## src/rtl/shift_register_5bit_right_pkg.sv

```systemverilog
// Shared constants and helpers for the 5-bit right-shift register slice.
package shift_register_5bit_right_pkg;

  // Register width; fixed by the lab board's LED bank.
  localparam int unsigned SR_WIDTH = 5;

  // Per-edge operation selected by the control inputs.
  typedef enum logic [1:0] {
    OP_CLEAR  = 2'd0,
    OP_PRESET = 2'd1,
    OP_SHIFT  = 2'd2
  } sr_op_e;

  // Priority decode: clear dominates preset, which dominates shift.
  function automatic sr_op_e sr_decode(input logic clear, input logic enable_preset);
    if (clear)
      return OP_CLEAR;
    else if (enable_preset)
      return OP_PRESET;
    else
      return OP_SHIFT;
  endfunction

endpackage

```

## src/rtl/shift_register_5bit_right_dff_cell.sv

```systemverilog
// One-bit D flip-flop with synchronous active-high clear and a
// complementary output held in its own flop.
module dff_cell (
  input  logic clk,
  input  logic clear,
  input  logic d,
  output logic q,
  output logic qn
);

  // True and complement flops update together so qn never lags q.
  always_ff @(posedge clk) begin
    if (clear) begin
      q  <= 1'b0;
      qn <= 1'b1;
    end else begin
      q  <= d;
      qn <= ~d;
    end
  end

endmodule

```

## src/rtl/shift_register_5bit_right.sv

```systemverilog
// 5-bit synchronous right-shift register with parallel preset, serial
// input at bit 4 and complementary outputs. Bit 0 is shifted out and lost.
module shift_register_5bit_right
  import shift_register_5bit_right_pkg::*;
(
  input  logic                clockpulse,
  input  logic                clear,
  input  logic                serialInput,
  input  logic                enablePreset,
  input  logic [SR_WIDTH-1:0] preset,
  output logic [SR_WIDTH-1:0] out,
  output logic [SR_WIDTH-1:0] notout
);

  sr_op_e              op;
  logic [SR_WIDTH-1:0] shifted;
  logic [SR_WIDTH-1:0] d;

  // Next-state select per bit: clear, else preset, else shift toward bit 0.
  always_comb begin
    op      = sr_decode(clear, enablePreset);
    shifted = {serialInput, out[SR_WIDTH-1:1]};
    d       = shifted;
    unique case (op)
      OP_CLEAR:  d = '0;
      OP_PRESET: d = preset;
      OP_SHIFT:  d = shifted;
      default:   d = shifted;
    endcase
  end

  // Five storage cells; notout comes straight from their complement flops.
  dff_cell u_bit [SR_WIDTH-1:0] (
    .clk   (clockpulse),
    .clear (clear),
    .d     (d),
    .q     (out),
    .qn    (notout)
  );

endmodule

```

## config.mk

```make
export PLATFORM = sky130hd
export DESIGN_NAME = shift_register_5bit_right
export DESIGN_NICKNAME = d
export VERILOG_FILES = /design/src/rtl/shift_register_5bit_right_pkg.sv /design/src/rtl/shift_register_5bit_right_dff_cell.sv /design/src/rtl/shift_register_5bit_right.sv
export SDC_FILE = /design/constraint.sdc
export NUM_CORES = 1
export LEC_CHECK = 0
export ABC_AREA = 1
export CORE_AREA = 2 2 39 41
export CTS_CLUSTER_DIAMETER = 60
export DETAILED_ROUTE_END_ITERATION = 7
export DIE_AREA = 0 0 41 43
export GPL_ROUTABILITY_DRIVEN = 1
export HOLD_SLACK_MARGIN = 0.02
export SLEW_MARGIN = 10
export SYNTH_ARGS = -nofsm -noshare
export SYNTH_HDL_FRONTEND = slang
export SYNTH_HIERARCHICAL = 1
export SYNTH_SLANG_ARGS = --single-unit
```

## constraint.sdc

```tcl
create_clock -name clockpulse -period 0.8 [get_ports clockpulse]
set_input_delay 0.2 -clock clockpulse [delete_from_list [all_inputs] [get_ports clockpulse]]
set_output_delay 0.2 -clock clockpulse [all_outputs]
set_load 0.05 [all_outputs]
```

==> impl_metrics.env, run 1 <==
export IMPL_finalCriticalPeriod_ps=961
export IMPL_nets=83
export IMPL_worstSkewPairLatency_ps=260
export IMPL_routedWlPerCell_um=8.92
export IMPL_grt_overflow=0
export IMPL_synth_cells=47
export IMPL_p_per_area_mw_per_mm2=1660
export IMPL_tritoncts="yes"
export IMPL_cts_buffers=3
export IMPL_critPathMaxFanout=2
export IMPL_synth_seq_area_share_pct=54.8
export IMPL_pin_count=19
export IMPL_endpoint_kind="primary output"
export IMPL_grt_setup_unrepaired="true"
export IMPL_drt_iter0_drc=1
export IMPL_initial_utilization_pct=26.4
export IMPL_syn_num_nets=56
export IMPL_core_mm2=0.00138
export IMPL_multiInputGateArea_um2=126
export IMPL_total_power_mw=1.23
export IMPL_ys_ff_latch=10
export IMPL_die_x_um=41
export IMPL_slowest_stage="dfxtp_2"
export IMPL_die_area_mm2=0.00176
export IMPL_grt_usage_pct=11.0
export IMPL_firstDrtPassIters=2
export IMPL_syn_area_um2=365
export IMPL_clkSinkCount=10
export IMPL_path_clk_slew_ps=60
export IMPL_final_layout_size_suffix_gt1_share_pct=49.3
export IMPL_diodes=0
export IMPL_worstPathArrival_ps=760
export IMPL_postRouteAntennaNets=0
export IMPL_synth_distinct_cells=6
export IMPL_hpwl_um=634
export IMPL_path_delay_family="flip-flops"
export IMPL_grt_pass1_vias=319
export IMPL_skew_ps=1.31
export IMPL_setup_violations=10
export IMPL_worstPathRequired_ps=600
export IMPL_slew_violations=0
export IMPL_yosysWarnings=6
export IMPL_fin_crit_sh_pct=120
export IMPL_fp_dieH_um=43
export IMPL_path_buf_inv=1
export IMPL_hold_violations=0
export IMPL_grt_pass1_wl_um=1250
export IMPL_cts_hold_buffers=0
export IMPL_worstPathCellList="buf_12"
export IMPL_num_vias=351
export IMPL_startpoint_type="flip-flop"
export IMPL_area_growth_pct=104
export IMPL_rows=14
export IMPL_fin_util_pct=53.8
export IMPL_drc_errors=0
export IMPL_root_buffer="clkbuf_4"
export IMPL_hp_class="primary input to flip-flop"
export IMPL_cpPeakStageDelay_ps=360
export IMPL_outcome="finished with violations"
export IMPL_ir_worst_vdd_mv=0.876
export IMPL_violations="setup timing"
export IMPL_routed_wl_um=794
export IMPL_synth_area_per_cell_um2=7.77
export IMPL_grt_max_degree=7
export IMPL_maxCapViolCount=0
export IMPL_regArea_um2=213
export IMPL_regToRegSetupSlack_ps=30
export IMPL_fillCellCount=128
export IMPL_gp_congestion=0.686
export IMPL_antenna_found_initial=0
export IMPL_p_leak_nw=0.349
export IMPL_max_freq_mhz=1040
export IMPL_max_slew_worst_pin_slew_ps=255
export IMPL_setup_slack_ps=-161
export IMPL_port_buffers=18
export IMPL_vias_per_cell=3.94
export IMPL_slew_headroom_pct=83.0
export IMPL_crit_type="flip-flop to primary output"
export IMPL_htreeDepth=1
export IMPL_clockBufferDepth=2
-- cell usage after synthesis, drive strengths merged --
master  instances  share of area [%]
dfxtp          10                 55
nor2            6                 12
nand3           5                6.8
nand2          15                 15
inv            11                 11
-- final cells by class --
| cell class | instances | area share (%) |
|---|---|---|
| Timing Repair Buffer | 22 | 41.3 |
| Sequential cell | 10 | 28.6 |
| Multi-Input combinational cell | 26 | 17.0 |
| Inverter | 11 | 5.55 |
| Clock buffer | 4 | 4.87 |
| Tap cell | 16 | 2.69 |
-- repair_timing --
| action | in CTS | in global routing |
|---|---|---|
| buffers inserted | 1 | 1 |
| resized for setup | 9 | 2 |
| endpoints found under the setup margin | 20 | 11 |
-- cell usage in the layout (no fill, tap or decap) --
cell              n
clkdlybuf4s50_1   6
dlygate4sd2_1     2
inv_2             1
nand3_1           5
nand2_2           1
clkbuf_8          1
clkbuf_4          3
nand2_1          14
nor2_2            5
buf_12           10
dfxtp_2          10
buf_4             4
inv_1            10
nor2_4            1
-- registers in the layout (all words and copies together) (netlist names) --
name      count
u_bit/q       5
u_bit/qn      5
-- power by group --
part	switching [mW]	internal, mW	total (mW)
logic	0.122	0.126	0.248
registers	0.0161	0.520	0.536
clock network	0.173	0.276	0.450
-- layer usage --
layer | track usage, % | part of all wire [%] | vias to the layer above
met5 | 0 | 0 | -
met1 | 12.6 | 43 | 149
met3 | 3.14 | 7.2 | 2
met4 | 8.00 | 1.8 | 0
li1 | - | - | 186
met2 | 16.3 | 48 | 14
-- final timing paths --
path	from	end	cells after the start
worst max-delay path	u_bit[3]/q	out[3]	1
worst min-delay path	clear	u_bit[0]/q	3
worst max register to register	u_bit[4]/q	u_bit[3]/q	5
worst min register to register	u_bit[2]/q	u_bit[1]/qn	3
-- metrics by stage --
stage               worst slack, ps  TNS [ps]  cell area (µm²)  hold WS, ps  instances
finish                         -161     -1420              744          496         89
global placement               -447     -4350              684          516         83
detailed placement             -467     -4410              684          522         83
floorplan                      -142      -283              369          259         47
CTS                            -174     -1540              734          492         88
global route                   -195     -1740              744          507         89
-- worst min-delay path, delay by kind of cell --
kind                   cells  cell delay (ps)
buffers and inverters      2              490
AND/OR/NAND/NOR            1               40
-- cell families (layout without fill, tap and decap cells) --
logic type / Yosys count / count (layout) / synth area share, %
flops: 10 / 10 / 54.8
buf+inv: 11 / 37 / 11.3
simple gates: 26 / 26 / 33.9
Power figures use the tool's default switching activity.
==> run 2: changes to the inputs <==
--- a/config.mk
+++ b/config.mk
@@ -12,6 +12,8 @@
 export DIE_AREA = 0 0 41 43
 export GPL_ROUTABILITY_DRIVEN = 1
 export HOLD_SLACK_MARGIN = 0.02
+export RECOVER_POWER = 100
+export SKIP_CTS_REPAIR_TIMING = 1
 export SLEW_MARGIN = 10
 export SYNTH_ARGS = -nofsm -noshare
 export SYNTH_HDL_FRONTEND = slang
==> constraint.sdc (replaced) <==
create_clock -name clockpulse -period 1.1 [get_ports clockpulse]
set_input_delay 0.275 -clock clockpulse [delete_from_list [all_inputs] [get_ports clockpulse]]
set_output_delay 0.275 -clock clockpulse [all_outputs]
set_load 0.05 [all_outputs]
==> run 2 against run 1 <==
Effect of this change:
- the run now ends clean
- largest power group unchanged
- die area unchanged
- utilization down 3.5 points
- combinational power down 33%
- sequential cell count unchanged
- wire length down 1.5%
- total power down 29%
- register-to-register slack better by 410 ps
- global-route usage down 0.20 points
- worst hold slack worse by 45 ps
==> impl_metrics.env, run 2 (same netlist as run 1, synthesis figures left out) <==
export IMPL_min_delay_start="clear"
export IMPL_fin_crit_sh_pct=95.2
export IMPL_worstPathArrival_ps=770
export IMPL_cp_depth=1
export IMPL_final_area_um2=696
export IMPL_nets=81
export IMPL_combinationalPowerShare_pct=18.8
export IMPL_clkSinkCount=10
export IMPL_postRouteAntennaNets=0
export IMPL_worstSkewPairLatency_ps=260
export IMPL_path_delay_family="flip-flops"
export IMPL_core_mm2=0.00138
export IMPL_grt_setup_unrepaired="false"
export IMPL_use_met3_pct=3.14
export IMPL_reg_top3="u_bit/q: 5 flops, u_bit/qn: 5 flops"
export IMPL_met2_usage_pct=15.0
export IMPL_whs_ps=452
export IMPL_r2r_cells=4
export IMPL_p_leak_nw=0.347
export IMPL_hpwl_um=606
export IMPL_die_area_mm2=0.00176
export IMPL_skew_ps=2.74
export IMPL_firstDrtPassIters=4
export IMPL_antenna_found_initial=0
export IMPL_drt_iter0_drc=4
export IMPL_die_x_um=41
export IMPL_fp_dieH_um=43
export IMPL_routedWlPerCell_um=8.99
export IMPL_hold_depth=3
export IMPL_slowest_stage="dfxtp_2"
export IMPL_grt_pass1_wl_um=1220
export IMPL_grt_usage_pct=10.8
export IMPL_slew_headroom_pct=81.0
export IMPL_grt_busiest_layer="met2"
export IMPL_internal_power_mw=0.655
export IMPL_netSwitchingPower_mw=0.223
export IMPL_critPathLaunch="u_bit[3]/q"
export IMPL_rows=14
export IMPL_path_clk_slew_ps=70
export IMPL_diodes=0
export IMPL_root_buffer="clkbuf_4"
export IMPL_routed_wl_um=782
export IMPL_final_common_cell="nand2_1"
export IMPL_use_met1_pct=12.3
export IMPL_initial_utilization_pct=26.4
export IMPL_grt_overflow=0
export IMPL_startpoint_type="flip-flop"
export IMPL_max_slew_worst_pin_slew_ps=284
export IMPL_drc_errors=0
export IMPL_finalCriticalPeriod_ps=1050
export IMPL_maxCapViolCount=0
export IMPL_port_buffers=18
export IMPL_cpPeakStageDelay_ps=340
export IMPL_placed_area_um2=681
export IMPL_tritoncts="yes"
export IMPL_outcome="finished, final reports clean"
export IMPL_slew_violations=0
export IMPL_p_per_area_mw_per_mm2=1260
export IMPL_pin_count=19
export IMPL_area_growth_pct=90.4
export IMPL_path_buf_inv=1
export IMPL_seq_power_share_pct=44.0
export IMPL_clock_power_share_pct=37.2
export IMPL_setup_violations=0
export IMPL_swShare_pct=25.4
export IMPL_timing_rr_start="u_bit[4]/q"
export IMPL_gp_congestion=0.692
export IMPL_critPathMaxFanout=2
export IMPL_endpoint_kind="primary output"
export IMPL_num_vias=336
export IMPL_final_cell_mix="nand2_1, inv_1, buf_12, dfxtp_1"
export IMPL_vias_per_cell=3.86
export IMPL_crit_type="flip-flop to primary output"
export IMPL_cts_buffers=3
export IMPL_ir_worst_vdd_mv=0.576
export IMPL_setup_tns_final_ps=0
export IMPL_worstPathRequired_ps=820
export IMPL_grt_max_degree=7
export IMPL_hold_violations=0
export IMPL_grt_pass1_vias=321
export IMPL_htreeDepth=1
export IMPL_worstPathCellList="clkbuf_8"
export IMPL_hp_class="primary input to flip-flop"
export IMPL_max_freq_mhz=955
export IMPL_fillCellCount=141
export IMPL_total_power_mw=0.878
export IMPL_clockBufferDepth=2
export IMPL_final_layout_size_suffix_gt1_share_pct=36.6
[run 2: path summary, 6_finish.rpt]
kind	end	slack, ps
worst max register to register	u_bit[3]/q	440
worst min register to register	u_bit[2]/qn	520
worst min-delay path	u_bit[1]/q	450
worst max-delay path	out[3]	50
[run 2: power by group through the flow]
stage / Sequential [mW] / Combinational [mW] / Clock (mW)
floorplan: 0.434 / 0.0300 / 0
global placement: 0.396 / 0.179 / 0
detailed placement: 0.396 / 0.179 / 0
CTS: 0.388 / 0.180 / 0.341
global route: 0.388 / 0.177 / 0.359
finish: 0.386 / 0.165 / 0.327
[run 2: metal layers]
| layer | part of all wire, % | vias up |
|---|---|---|
| li1 | - | 185 |
| met1 | 42 | 139 |
| met2 | 49 | 12 |
| met3 | 9.1 | 0 |
| met4 | 0 | 0 |
| met5 | 0 | - |
[run 2: metrics by stage]
stage	setup WS, ps	util, %	instances
2_1_floorplan	158	-	47
3_3_place_gp	-223	49.2	83
3_5_place_dp	-233	49.2	83
4_1_cts	-1.00	51.8	87
5_1_grt	14.5	50.3	87
6_report	52.4	50.3	87
[run 2: area by class of cell]
type | instances | area, µm² | share of cell area, %
Inverter | 11 | 41.3 | 5.94
Timing Repair Buffer | 20 | 269 | 38.7
Tap cell | 16 | 20.0 | 2.88
Multi-Input combinational cell | 26 | 124 | 17.8
Clock buffer | 4 | 36.3 | 5.22
Sequential cell | 10 | 205 | 29.5
==> variant, RTL diff (config.mk and constraints of run 2) <==
Add an input register stage for `clear` and `serialInput`, without a reset; this delays them by one clock.
--- a/src/rtl/shift_register_5bit_right.sv
+++ b/src/rtl/shift_register_5bit_right.sv
@@ -13,4 +13,12 @@
 );
 
+  logic clear_q;
+  logic serialInput_q;
+
+  always_ff @(posedge clockpulse) begin
+    clear_q       <= clear;
+    serialInput_q <= serialInput;
+  end
+
   sr_op_e              op;
   logic [SR_WIDTH-1:0] shifted;
@@ -19,6 +27,6 @@
   // Next-state select per bit: clear, else preset, else shift toward bit 0.
   always_comb begin
-    op      = sr_decode(clear, enablePreset);
-    shifted = {serialInput, out[SR_WIDTH-1:1]};
+    op      = sr_decode(clear_q, enablePreset);
+    shifted = {serialInput_q, out[SR_WIDTH-1:1]};
     d       = shifted;
     unique case (op)
@@ -33,5 +41,5 @@
   dff_cell u_bit [SR_WIDTH-1:0] (
     .clk   (clockpulse),
-    .clear (clear),
+    .clear (clear_q),
     .d     (d),
     .q     (out),
Check against the original RTL: not equivalent (a bounded check fails within 4 cycles, from zero or initial values).
==> variant against run 2 <==
First-iteration DRC count down 50%; total power up 9.2%; sequential cell count up 2; cell area down 0.18%; wire length up 2.9%; worst setup slack worse by 18 ps; die area unchanged; synthesized area up 11%.
==> variant: results (changes against run 2) <==
largest net degree at the start of global routing: 8 (was 7)
Max stage delay cell, worst path: dfxtp_2 (unchanged)
DPL Wire Length: 614 um (was 606 um)
largest cells by area after synthesis: dfxtp_1, nand2_1, inv_1, nor2_2, nand3_1 (unchanged)
Async SR Flop Fraction: 0% (unchanged)
# port buffers: 18 (unchanged)
number of stages on the worst hold path: 4 (was 3)
peak supply drop: 564 uV (was 576 uV)
reg2reg path depth: 5 (was 4)
status: finished, final reports clean (unchanged)
Synth top cells by count: nand2_1, dfxtp_1, inv_1 (was nand2_1, inv_1, dfxtp_1)
CP Max Fanout: 2 (unchanged)
Vias/cell: 3.86 (about the same)
worst slack, placed: -207 ps (was -233 ps)
TritonRoute pass-1 iters: 4 (unchanged)
Clock Skew: 0.805 ps (was 2.74 ps)
Top delay family on crit path: flip-flops (unchanged)
vias in the first global route: 305 (was 321)
synthesized area: 405 um^2 (was 365 um^2)
total leakage power: 0.341 nW (was 0.347 nW)
slowest stage delay, CP: 330 ps
Tot GR Track Use: 10.0% (was 10.8%)
global placer's final weighted congestion: 0.800 (was 0.692)
nets: 82 (was 81)
first-pass GRT wire length: 1120 um (was 1220 um)
per-cell routed wire length: 9.15 um (was 8.99 um)
initial drt markers: 2 (was 4)
share of layout cells above drive strength 1: 34.7% (was 36.6%)
Post-Syn Nets: 58 (was 56)
post-synthesis sequential area ratio: 59.3% (was 54.8%)
worst path arrival time: 790 ps (was 770 ps)
Max-slew headroom: 81.6% (was 81.0%)
# fillers: 131 (was 141)
[variant: cell count changes after synthesis]
cell and change:
dfxtp_1 +2
[variant: cell type report]
type                    instances  share of cell area [%]
inverters                      11                    5.95
flip-flops and latches         12                    35.3
repair buffers                 19                    32.8
clock buffers                   4                    5.23
well taps                      16                    2.88
multi-input cells              26                    17.8
[variant: cells by family (layout without fill, tap and decap cells)]
logic type             after synthesis  count (layout)  synth area share, %
DFF                                 12              12                 59.3
buffers and inverters               11              34                 10.2
and+or+nand+nor                     26              26                 30.6
[variant: final timing paths]
path	start	endpoint	slack [ps]
worst min register to register	serialInput_q$_DFF_P_	u_bit[4]/qn$_SDFF_PP1_	510
worst min-delay path	enablePreset	u_bit[1]/qn$_SDFF_PP1_	470
worst max register to register	clear_q$_DFF_P_	u_bit[4]/q$_SDFF_PP0_	80
worst max-delay path	u_bit[4]/q$_SDFF_PP0_	out[4]	30
[variant: per-layer routing]
metal	up-vias	share of wire, %	track usage [%]
met5	-	0	0
met4	0	0.75	10.0
met3	2	10	3.14
met2	15	45	12.5
met1	136	44	12.5
li1	187	-	-
[variant: per-stage QoR]
stage | instances | cell area, um^2 | hold slack, ps
after floorplan | 49 | 405 | 303
after global placement | 84 | 713 | 499
after detailed placement | 84 | 713 | 489
after CTS | 88 | 749 | 431
after global routing | 88 | 694 | 497
final | 88 | 694 | 474
[variant: report_power, final]
part           switching (mW)  internal [mW]
Sequential             0.0125          0.452
Combinational          0.0839         0.0690
Clock                   0.141          0.201
